File: config.mk
export PLATFORM = sky130hd
export DESIGN_NAME = header_writer
export DESIGN_NICKNAME = d
export VERILOG_FILES = /design/src/rtl/header_writer_pkg.sv /design/src/rtl/header_writer_fallthrough_small_fifo.sv /design/src/rtl/header_writer.sv
export SDC_FILE = /design/constraint.sdc
export NUM_CORES = 1
export LEC_CHECK = 0
export ABC_AREA = 1
export CORE_AREA = 2 2 266 321
export CTS_CLUSTER_DIAMETER = 30
export DETAILED_ROUTE_END_ITERATION = 10
export DIE_AREA = 0 0 268 323
export PLACE_DENSITY = 0.52
export SYNTH_ARGS = -nofsm -noshare
export SYNTH_HDL_FRONTEND = slang
export SYNTH_HIERARCHICAL = 1
export SYNTH_SLANG_ARGS = --single-unit
File: constraint.sdc
create_clock -name clk -period 14.63 [get_ports clk]
set_input_delay 2.926 -clock clk [delete_from_list [all_inputs] [get_ports clk]]
set_output_delay 2.926 -clock clk [all_outputs]
set_load 0.01 [all_outputs]
File: src/rtl/header_writer_pkg.sv
// header_writer_pkg
//   Shared definitions for the egress header writer: IOQ module-header
//   constants, Ethernet/IPv4 field positions within 64-bit packet words,
//   FSM state encoding, the rewrite descriptor layout and the RFC 1624
//   checksum patch used when the TTL is decremented.
package header_writer_pkg;

    localparam logic [7:0]  IO_QUEUE_STAGE_NUM = 8'hff;
    localparam int unsigned IOQ_DST_PORT_POS   = 48;

    // Word indices counted from the first ctrl==0 word of the packet
    localparam logic [2:0] WORD_ETH_DA  = 3'd1;
    localparam logic [2:0] WORD_ETH_SA  = 3'd2;
    localparam logic [2:0] WORD_IP_TTL  = 3'd3;
    localparam logic [2:0] WORD_IP_CSUM = 3'd4;
    localparam logic [2:0] WORD_CNT_MAX = 3'd5;

    localparam int unsigned MAC_DA_LSB    = 16;
    localparam int unsigned MAC_SA_LO_LSB = 32;
    localparam int unsigned TTL_LSB       = 8;
    localparam int unsigned CSUM_LSB      = 48;

    typedef enum logic [1:0] {
        ST_WAIT_INFO  = 2'd0,
        ST_MODULE_HDR = 2'd1,
        ST_ETH_IP     = 2'd2,
        ST_PAYLOAD    = 2'd3
    } state_t;

    typedef struct packed {
        logic [15:0] dst_port;
        logic [47:0] mac_dst;
        logic [47:0] mac_src;
        logic        dec_ttl;
        logic        drop;
    } rw_desc_t;

    localparam int unsigned RW_DESC_W = $bits(rw_desc_t);

    // Incremental checksum update for a TTL decrement: add 0x0100 with a
    // single end-around carry fold.
    function automatic logic [15:0] ttl_dec_csum(input logic [15:0] csum);
        logic [16:0] sum;
        sum = {1'b0, csum} + 17'h0100;
        return sum[15:0] + {15'd0, sum[16]};
    endfunction

endpackage

File: src/rtl/header_writer_fallthrough_small_fifo.sv
// fallthrough_small_fifo
//   Small first-word-fall-through FIFO: the head entry is visible on dout
//   whenever empty is low. Writes while full are dropped.
//   Ports: din/wr_en (push), rd_en (pop), dout (head), nearly_full
//   (occupancy >= PROG_FULL_THRESHOLD), empty, reset (async, active-high), clk.
module fallthrough_small_fifo #(
    parameter int unsigned WIDTH               = 72,
    parameter int unsigned MAX_DEPTH_BITS      = 3,
    parameter int unsigned PROG_FULL_THRESHOLD = (1 << MAX_DEPTH_BITS) - 1
) (
    input  logic [WIDTH-1:0] din,
    input  logic             wr_en,
    input  logic             rd_en,
    output logic [WIDTH-1:0] dout,
    output logic             nearly_full,
    output logic             empty,
    input  logic             reset,
    input  logic             clk
);

    localparam int unsigned AW        = MAX_DEPTH_BITS;
    localparam int unsigned DW        = MAX_DEPTH_BITS + 1;
    localparam int unsigned MAX_DEPTH = 1 << MAX_DEPTH_BITS;

    logic [WIDTH-1:0] mem_q [MAX_DEPTH];
    logic [AW-1:0]    wr_ptr_q;
    logic [AW-1:0]    rd_ptr_q;
    logic [DW-1:0]    depth_q;
    logic             full;
    logic             wr;
    logic             rd;

    assign full        = (depth_q == DW'(MAX_DEPTH));
    assign empty       = (depth_q == '0);
    assign nearly_full = (depth_q >= DW'(PROG_FULL_THRESHOLD));
    assign wr          = wr_en && !full;
    assign rd          = rd_en && !empty;
    assign dout        = mem_q[rd_ptr_q];

    always_ff @(posedge clk) begin
        if (wr) begin
            mem_q[wr_ptr_q] <= din;
        end
    end

    always_ff @(posedge clk or posedge reset) begin
        if (reset) begin
            wr_ptr_q <= '0;
            rd_ptr_q <= '0;
            depth_q  <= '0;
        end else begin
            if (wr) wr_ptr_q <= wr_ptr_q + AW'(1);
            if (rd) rd_ptr_q <= rd_ptr_q + AW'(1);
            depth_q <= depth_q + DW'(wr) - DW'(rd);
        end
    end

endmodule

File: src/rtl/header_writer.sv
// header_writer
//   Applies per-packet forwarding decisions to the NetFPGA packet stream:
//   sets the IOQ destination port, rewrites MAC DA/SA, optionally decrements
//   the IPv4 TTL with an incremental checksum patch, or drops the packet.
//   Optional feature macro: HEADER_WRITER_TTL_DEC_EN (TTL/checksum edit).
//   Ports:
//     clk, reset                   core clock, async active-high reset
//     in_data/in_ctrl/in_wr/in_rdy input packet stream
//     out_data/out_ctrl/out_wr     rewritten stream (registered, 1 cycle)
//     out_rdy                      downstream ready
//     rw_wr/rw_in_rdy              descriptor push / queue not nearly full
//     rw_dst_port, rw_mac_dst, rw_mac_src, rw_dec_ttl, rw_drop  descriptor
module header_writer
    import header_writer_pkg::*;
#(
    parameter int unsigned DATA_WIDTH = 64,
    parameter int unsigned CTRL_WIDTH = DATA_WIDTH / 8
) (
    input  logic                  clk,
    input  logic                  reset,
    input  logic [DATA_WIDTH-1:0] in_data,
    input  logic [CTRL_WIDTH-1:0] in_ctrl,
    input  logic                  in_wr,
    output logic                  in_rdy,
    output logic [DATA_WIDTH-1:0] out_data,
    output logic [CTRL_WIDTH-1:0] out_ctrl,
    output logic                  out_wr,
    input  logic                  out_rdy,
    input  logic                  rw_wr,
    output logic                  rw_in_rdy,
    input  logic [15:0]           rw_dst_port,
    input  logic [47:0]           rw_mac_dst,
    input  logic [47:0]           rw_mac_src,
    input  logic                  rw_dec_ttl,
    input  logic                  rw_drop
);

    state_t                state_q;
    logic [2:0]            cnt_q;
    rw_desc_t              desc_q;
    logic [DATA_WIDTH-1:0] out_data_q;
    logic [CTRL_WIDTH-1:0] out_ctrl_q;
    logic                  out_wr_q;

    rw_desc_t              fifo_din;
    rw_desc_t              fifo_desc;
    rw_desc_t              cur_desc;
    logic                  fifo_empty;
    logic                  fifo_nearly_full;
    logic                  xfer;
    logic                  pop;
    logic [2:0]            word_num;
    logic [DATA_WIDTH-1:0] data_d;

    assign fifo_din = {rw_dst_port, rw_mac_dst, rw_mac_src, rw_dec_ttl, rw_drop};

    fallthrough_small_fifo #(
        .WIDTH          (RW_DESC_W),
        .MAX_DEPTH_BITS (2)
    ) u_rw_fifo (
        .din         (fifo_din),
        .wr_en       (rw_wr),
        .rd_en       (pop),
        .dout        (fifo_desc),
        .nearly_full (fifo_nearly_full),
        .empty       (fifo_empty),
        .reset       (reset),
        .clk         (clk)
    );

    assign rw_in_rdy = !fifo_nearly_full;
    assign in_rdy    = out_rdy && !(state_q == ST_WAIT_INFO && fifo_empty);
    assign xfer      = in_wr && in_rdy;
    // The first word of a packet is accepted directly from ST_WAIT_INFO
    // (only possible with a descriptor queued); it uses the queue head and
    // pops it, so no separate "descriptor ready" state is needed.
    assign pop       = xfer && (state_q == ST_WAIT_INFO);
    assign cur_desc  = (state_q == ST_WAIT_INFO) ? fifo_desc : desc_q;
    assign word_num  = cnt_q + 3'd1;

    assign out_data = out_data_q;
    assign out_ctrl = out_ctrl_q;
    assign out_wr   = out_wr_q;

`ifndef HEADER_WRITER_TTL_DEC_EN
    logic unused_dec_ttl;
    assign unused_dec_ttl = cur_desc.dec_ttl;
`endif

    always_comb begin
        data_d = in_data;
        case (state_q)
            ST_WAIT_INFO, ST_MODULE_HDR: begin
                if (in_ctrl == CTRL_WIDTH'(IO_QUEUE_STAGE_NUM)) begin
                    data_d[IOQ_DST_PORT_POS +: 16] = cur_desc.dst_port;
                end else if (in_ctrl == '0) begin
                    data_d[63:MAC_DA_LSB] = cur_desc.mac_dst;
                    data_d[15:0]          = cur_desc.mac_src[47:32];
                end
            end
            ST_ETH_IP: begin
                if (word_num == WORD_ETH_SA) begin
                    data_d[MAC_SA_LO_LSB +: 32] = cur_desc.mac_src[31:0];
                end
`ifdef HEADER_WRITER_TTL_DEC_EN
                if (cur_desc.dec_ttl && word_num == WORD_IP_TTL) begin
                    data_d[TTL_LSB +: 8] = in_data[TTL_LSB +: 8] - 8'd1;
                end
                if (cur_desc.dec_ttl && word_num == WORD_IP_CSUM) begin
                    data_d[CSUM_LSB +: 16] = ttl_dec_csum(in_data[CSUM_LSB +: 16]);
                end
`endif
            end
            default: ;
        endcase
    end

    always_ff @(posedge clk or posedge reset) begin
        if (reset) begin
            state_q    <= ST_WAIT_INFO;
            cnt_q      <= '0;
            desc_q     <= '0;
            out_data_q <= '0;
            out_ctrl_q <= '0;
            out_wr_q   <= 1'b0;
        end else begin
            out_wr_q <= xfer && !cur_desc.drop;
            if (xfer) begin
                out_data_q <= data_d;
                out_ctrl_q <= in_ctrl;
                case (state_q)
                    ST_WAIT_INFO, ST_MODULE_HDR: begin
                        if (state_q == ST_WAIT_INFO) desc_q <= fifo_desc;
                        if (in_ctrl == '0) begin
                            state_q <= ST_ETH_IP;
                            cnt_q   <= WORD_ETH_DA;
                        end else begin
                            state_q <= ST_MODULE_HDR;
                        end
                    end
                    ST_ETH_IP, ST_PAYLOAD: begin
                        if (in_ctrl != '0) begin
                            state_q <= ST_WAIT_INFO;
                            cnt_q   <= '0;
                        end else begin
                            if (cnt_q != WORD_CNT_MAX) cnt_q <= word_num;
                            if (state_q == ST_ETH_IP && word_num == WORD_IP_CSUM) begin
                                state_q <= ST_PAYLOAD;
                            end
                        end
                    end
                    default: state_q <= ST_WAIT_INFO;
                endcase
            end
        end
    end

endmodule

# Word-level counts from Yosys, hierarchy flattened
# Memories as Yosys holds them, arrays and structs flattened.
# Cells that the tools add are included.
dict set report op_classes {
  n_reduce_logical 23
  add_sub_neg 5
  order_cmp 1
  eq_ne 11
  muxes 17
}
# operator n
set ops {}
lappend ops {{two-way mux 114 bit} 1}
lappend ops {{two-way mux 32 bit} 2}
lappend ops {{two-way mux 64 bit} 1}
lappend ops {{one-hot mux 32 bit (2 select lines)} 1}
lappend ops {{two-way mux 48 bit} 1}
lappend ops {{two-way mux 16 bit} 1}
lappend ops {{two-way mux 3 bit} 3}
lappend ops {{inequality test 3 bit (second input constant)} 3}
lappend ops {{equality test 8 bit (second input constant)} 1}
lappend ops {{logical AND 1 bit} 8}
lappend ops {{zero test 8 bit} 1}
lappend ops {{nonzero test 8 bit} 1}
lappend ops {{equality test 3 bit (second input constant)} 2}
lappend ops {{two-way mux 2 bit} 3}
lappend ops {{one-hot mux 3 bit (2 select lines)} 1}
lappend ops {{AND reduction 3 bit} 2}
lappend ops {{zero test 1 bit} 5}
lappend ops {{adder 2 x 1 -> 2 bit (second input constant)} 2}
lappend ops {{equality test 2 bit (second input constant)} 2}
lappend ops {{one-hot mux 2 bit (2 select lines)} 1}
lappend ops {{AND reduction 2 bit} 2}
lappend ops {{OR reduction 2 bit} 2}
lappend ops {{adder 3 x 1 -> 3 bit} 1}
lappend ops {{adder 3 x 1 -> 3 bit (second input constant)} 1}
lappend ops {{other kinds (8)} 9}
dict set report totals {
  inputBits 191
  ramBits 456
  elab_cells 71
  regBits 199
  n_memories 1
  out_inout_bits 75
}
# name depth word_bits read_ports rd_clocked_by_memory_dff wr line
set mem_list {}
lappend mem_list {u_rw_fifo.mem_q 4 114 1 0 1 header_writer_fallthrough_small_fifo.sv:25} ;# logic [WIDTH-1:0] mem_q [MAX_DEPTH];

# Depth between registers and ports, before layout
dict set report logic_depth {
  ltp_word 8
  depth_mapped 18
  mapped_depth_nobuf 16
}

# Hierarchy
# The synthesis kept the hierarchy.
# module cells_each area_each_um2 seq_area_each_um2 instances
set by_module_without_submodules {}
lappend by_module_without_submodules {fallthrough_small_fifo 1500 18310.1 13868.3 1}
lappend by_module_without_submodules {header_writer 1525 10730.3 4779.6 1}

# Worst setup path after synthesis
# OpenSTA, ideal clock, no wires.
dict set report synth_path {
  kind {input-to-reg}
  start {in rw_wr}
  end {mem u_rw_fifo/mem_q[0][0] (netlist name) (enable)}
  required_ns 14.041
  path_buffers 0
  path_slack_ns 6.227
  setup_time_ns 0.589
  cell_stages 2
  arrival_time_ns 7.814
  cell_sequence {nand2_1 nor2_1}
}
dict set report synth_via {
  elab_chain_len 3
}
# item line
set synth_rtl {}
lappend synth_rtl {{from (decl)} header_writer.sv:29} ;# input logic rw_wr,
lappend synth_rtl {{logical AND 1 bit} header_writer_fallthrough_small_fifo.sv:36} ;# assign wr = wr_en && !full;
lappend synth_rtl {{two-way mux 1 bit} header_writer_fallthrough_small_fifo.sv:41} ;# if (wr) begin
lappend synth_rtl {{two-way mux 1 bit (not written as such)} header_writer_fallthrough_small_fifo.sv:42} ;# mem_q[wr_ptr_q] <= din;
lappend synth_rtl {{to (decl)} header_writer_fallthrough_small_fifo.sv:25}
# Every way passes these cells.

# Worst setup path in the final report
dict set report layout_path {
  start {in out_rdy}
  end {out in_rdy}
}
dict set report layout_via {
  elab_chain_len 1
}
# item line
set layout_rtl {}
lappend layout_rtl {{from (decl)} header_writer.sv:28} ;# input logic out_rdy,
lappend layout_rtl {{logical AND 1 bit} header_writer.sv:72} ;# assign in_rdy = out_rdy && !(state_q == ST_WAIT_INFO && fifo_empty);
lappend layout_rtl {{to (decl)} header_writer.sv:24} ;# output logic in_rdy,
# Every way passes these cells.

==> flow_summary.ini <==
[pwr]
power_frac_seq_pct = 37.4
clkPwrFrac_pct = 50.2
internal-power_mw = 4.820
peakVddDrop_v = 0.0001228
p_leak_nw = 15.44
p_comb_share_pct = 12.4
switchingPower_mw = 1.699
swShare_pct = 26.06
power.density_mw_per_mm2 = 174.9
power_mw = 6.518

[finish]
layout-drive-gt1-share_pct = 8.262
final_common_cell = nand2_1
final_cell_area_mm2 = 0.03727
syn2layout_area_growth_pct = 29.01
layout_common_cells = 887 x nand2_1, 452 x edfxtp_1, 373 x o21ai_0, 327 x nor2_1, 302 x inv_1
nets = 3484
fillers = 8000

[yosys]
synth_area_per_cell_um2 = 9.588
synth_cells = 3013
yosysWarnings = 6
synth_area_mm2 = 0.02889
synth_nets = 3216

[grt]
use_met2_pct = 30.89
antenna_found_initial = 15
grt_use_met3_pct = 4.362
grt_usage_pct = 18.79
overflow = 0
grt_pass1_wl_um = 121100
grtUsageMet1_pct = 23.59
grt_most_used_layer = met2
grt_max_degree = 194
grt_pass1_vias = 20100

[clocking]
clk_latency_ps = 720
numCtsBuffers = 144
postCtsSetupRepairBufs = 0
ctsResizeCount = 0
cts.htree.levels = 4
path_clk_slew_ps = 40
cts_sinks = 650
tritoncts = built
cts_root_buffer = clkbuf_16
cts_buffer_depth = 3
cts_hold_buf = 0

[die]
fp.dieW_um = 268
ios = 266
dieArea_mm2 = 0.08656
rows = 117
design.core.area_mm2 = 0.08388
initial_core_util_pct = 34.44
die_h_um = 323

[sta]
fin_crit_sh_pct = 48.61
hold_viol = 0
fmax_mhz = 140.6
fin_skew_ps = 32.30
rsz0062_at_grt = false
setup_viol = 0
fin_tns_setup_ps = 0
relSlewSlack_pct = 31.67
worstMarginPinSlew_ps = 1025
period_needed_ps = 7111
whs_ps = 471.2
maxSlewViolCount = 0

[critical_path]
worstPathRequired_ps = 11700
crit_path_max_fanout = 2
cp.buffers_inverters = 2
startpoint_type = input port
crit_family = buffers and inverters
slowest_stage = clkdlybuf4s50_1
slowest_delay_ps = 560
crit_type = input port to output port
crit_path_frequent_cell = clkdlybuf4s50_1
cp_cell_sequence = clkdlybuf4s50_1, a21boi_0, clkdlybuf4s50_1
end_kind = output port
cp.arrival_ps = 4180

[drt]
viasPerCell = 4.623
first_iter_violations = 1345
postRouteWirelength_um = 80870
wl_per_cell_um = 17.84
route.detailed.drc = 0
dr_total_vias = 20960
drt_pass1_iterations = 5
drtAntennaViolNets = 0

[placement]
dpl_cell_area_mm2 = 0.03226
globalplace.congestion = 0.7604
portBuffers = 264
hpwl_um = 49480

[flow_run]
max_cap_viol_count = 0

[hold_path]
hp-class = flip-flop to flip-flop

[status]
status = complete, no violations
[layer usage]
layer | vias to the layer above | share of wire (%) | wire length, um
li1 | 10370 | - | -
met1 | 9821 | 42 | 34090
met2 | 571 | 48 | 38990
met3 | 178 | 6.0 | 4890
met4 | 18 | 3.4 | 2768
met5 | - | 0.15 | 124
[path summary, 6_finish.rpt]
check	from	end	slack, ps	depth (start not counted)
max	out_rdy	in_rdy	7520	3
min in group asynchronous	reset	u_rw_fifo/depth_q[2]$_DFF_PP0_	2620	2
max reg2reg	u_rw_fifo/depth_q[1]$_DFF_PP0_	out_data[35]$_DFFE_PP0P_	10970	10
max in group asynchronous	reset	out_data[21]$_DFFE_PP0P_	10550	3
min	out_data[19]$_DFFE_PP0P_	out_data[19]$_DFFE_PP0P_	470	2
min reg2reg	out_data[19]$_DFFE_PP0P_	out_data[19]$_DFFE_PP0P_	470	2
[metrics by stage]
stage | utilization (%) | worst slack [ps] | cells
global placement | 38.46 | 7501 | 4265
finish | 44.43 | 7519 | 4534
floorplan | - | 6270 | 3013
CTS | 44.42 | 7504 | 4531
global route | 44.43 | 7459 | 4534
detailed placement | 38.46 | 7504 | 4265
[worst reg2reg max path, cell delays in order (launching register included)]
cell and delay (ps):
dfrtp_1 400, nor2_1 80, nand2_1 170, inv_1 80, nand2_1 110, nand3_4 90, nor2_4 640, buf_4 740
buf_4 890, o211ai_1 280, nand3_1 120
[sequential cells by signal, summed over array words and instances, names as in the netlist]
name	flops
u_rw_fifo/mem_q	452
u_rw_fifo/depth_q	3
desc_q	113
out_data	64
out_wr	1
u_rw_fifo/rd_ptr_q	2
cnt_q	3
u_rw_fifo/wr_ptr_q	2
out_ctrl	8
state_q	2
[power by group through the flow]
stage                     clock network (mW)  logic [mW]  registers, mW
after floorplan                            0       0.476           2.50
after global placement                     0       0.828           2.46
after detailed placement                   0       0.834           2.47
after CTS                               3.33       0.838           2.44
after global routing                    3.42       0.920           2.47
final                                   3.27       0.811           2.44
[final cells by class]
cell class	count	area, um^2	area share [%]
multi-input cells	1887	8270	22.19
well taps	1130	1414	3.794
diodes	3	7.507	0.02014
clock inverters	90	1177	3.159
flip-flops and latches	650	18530	49.73
clock buffers	176	3824	10.26
inverters	309	1175	3.153
repair buffers	289	2868	7.695
No activity file was read; power rests on OpenSTA's default activity.
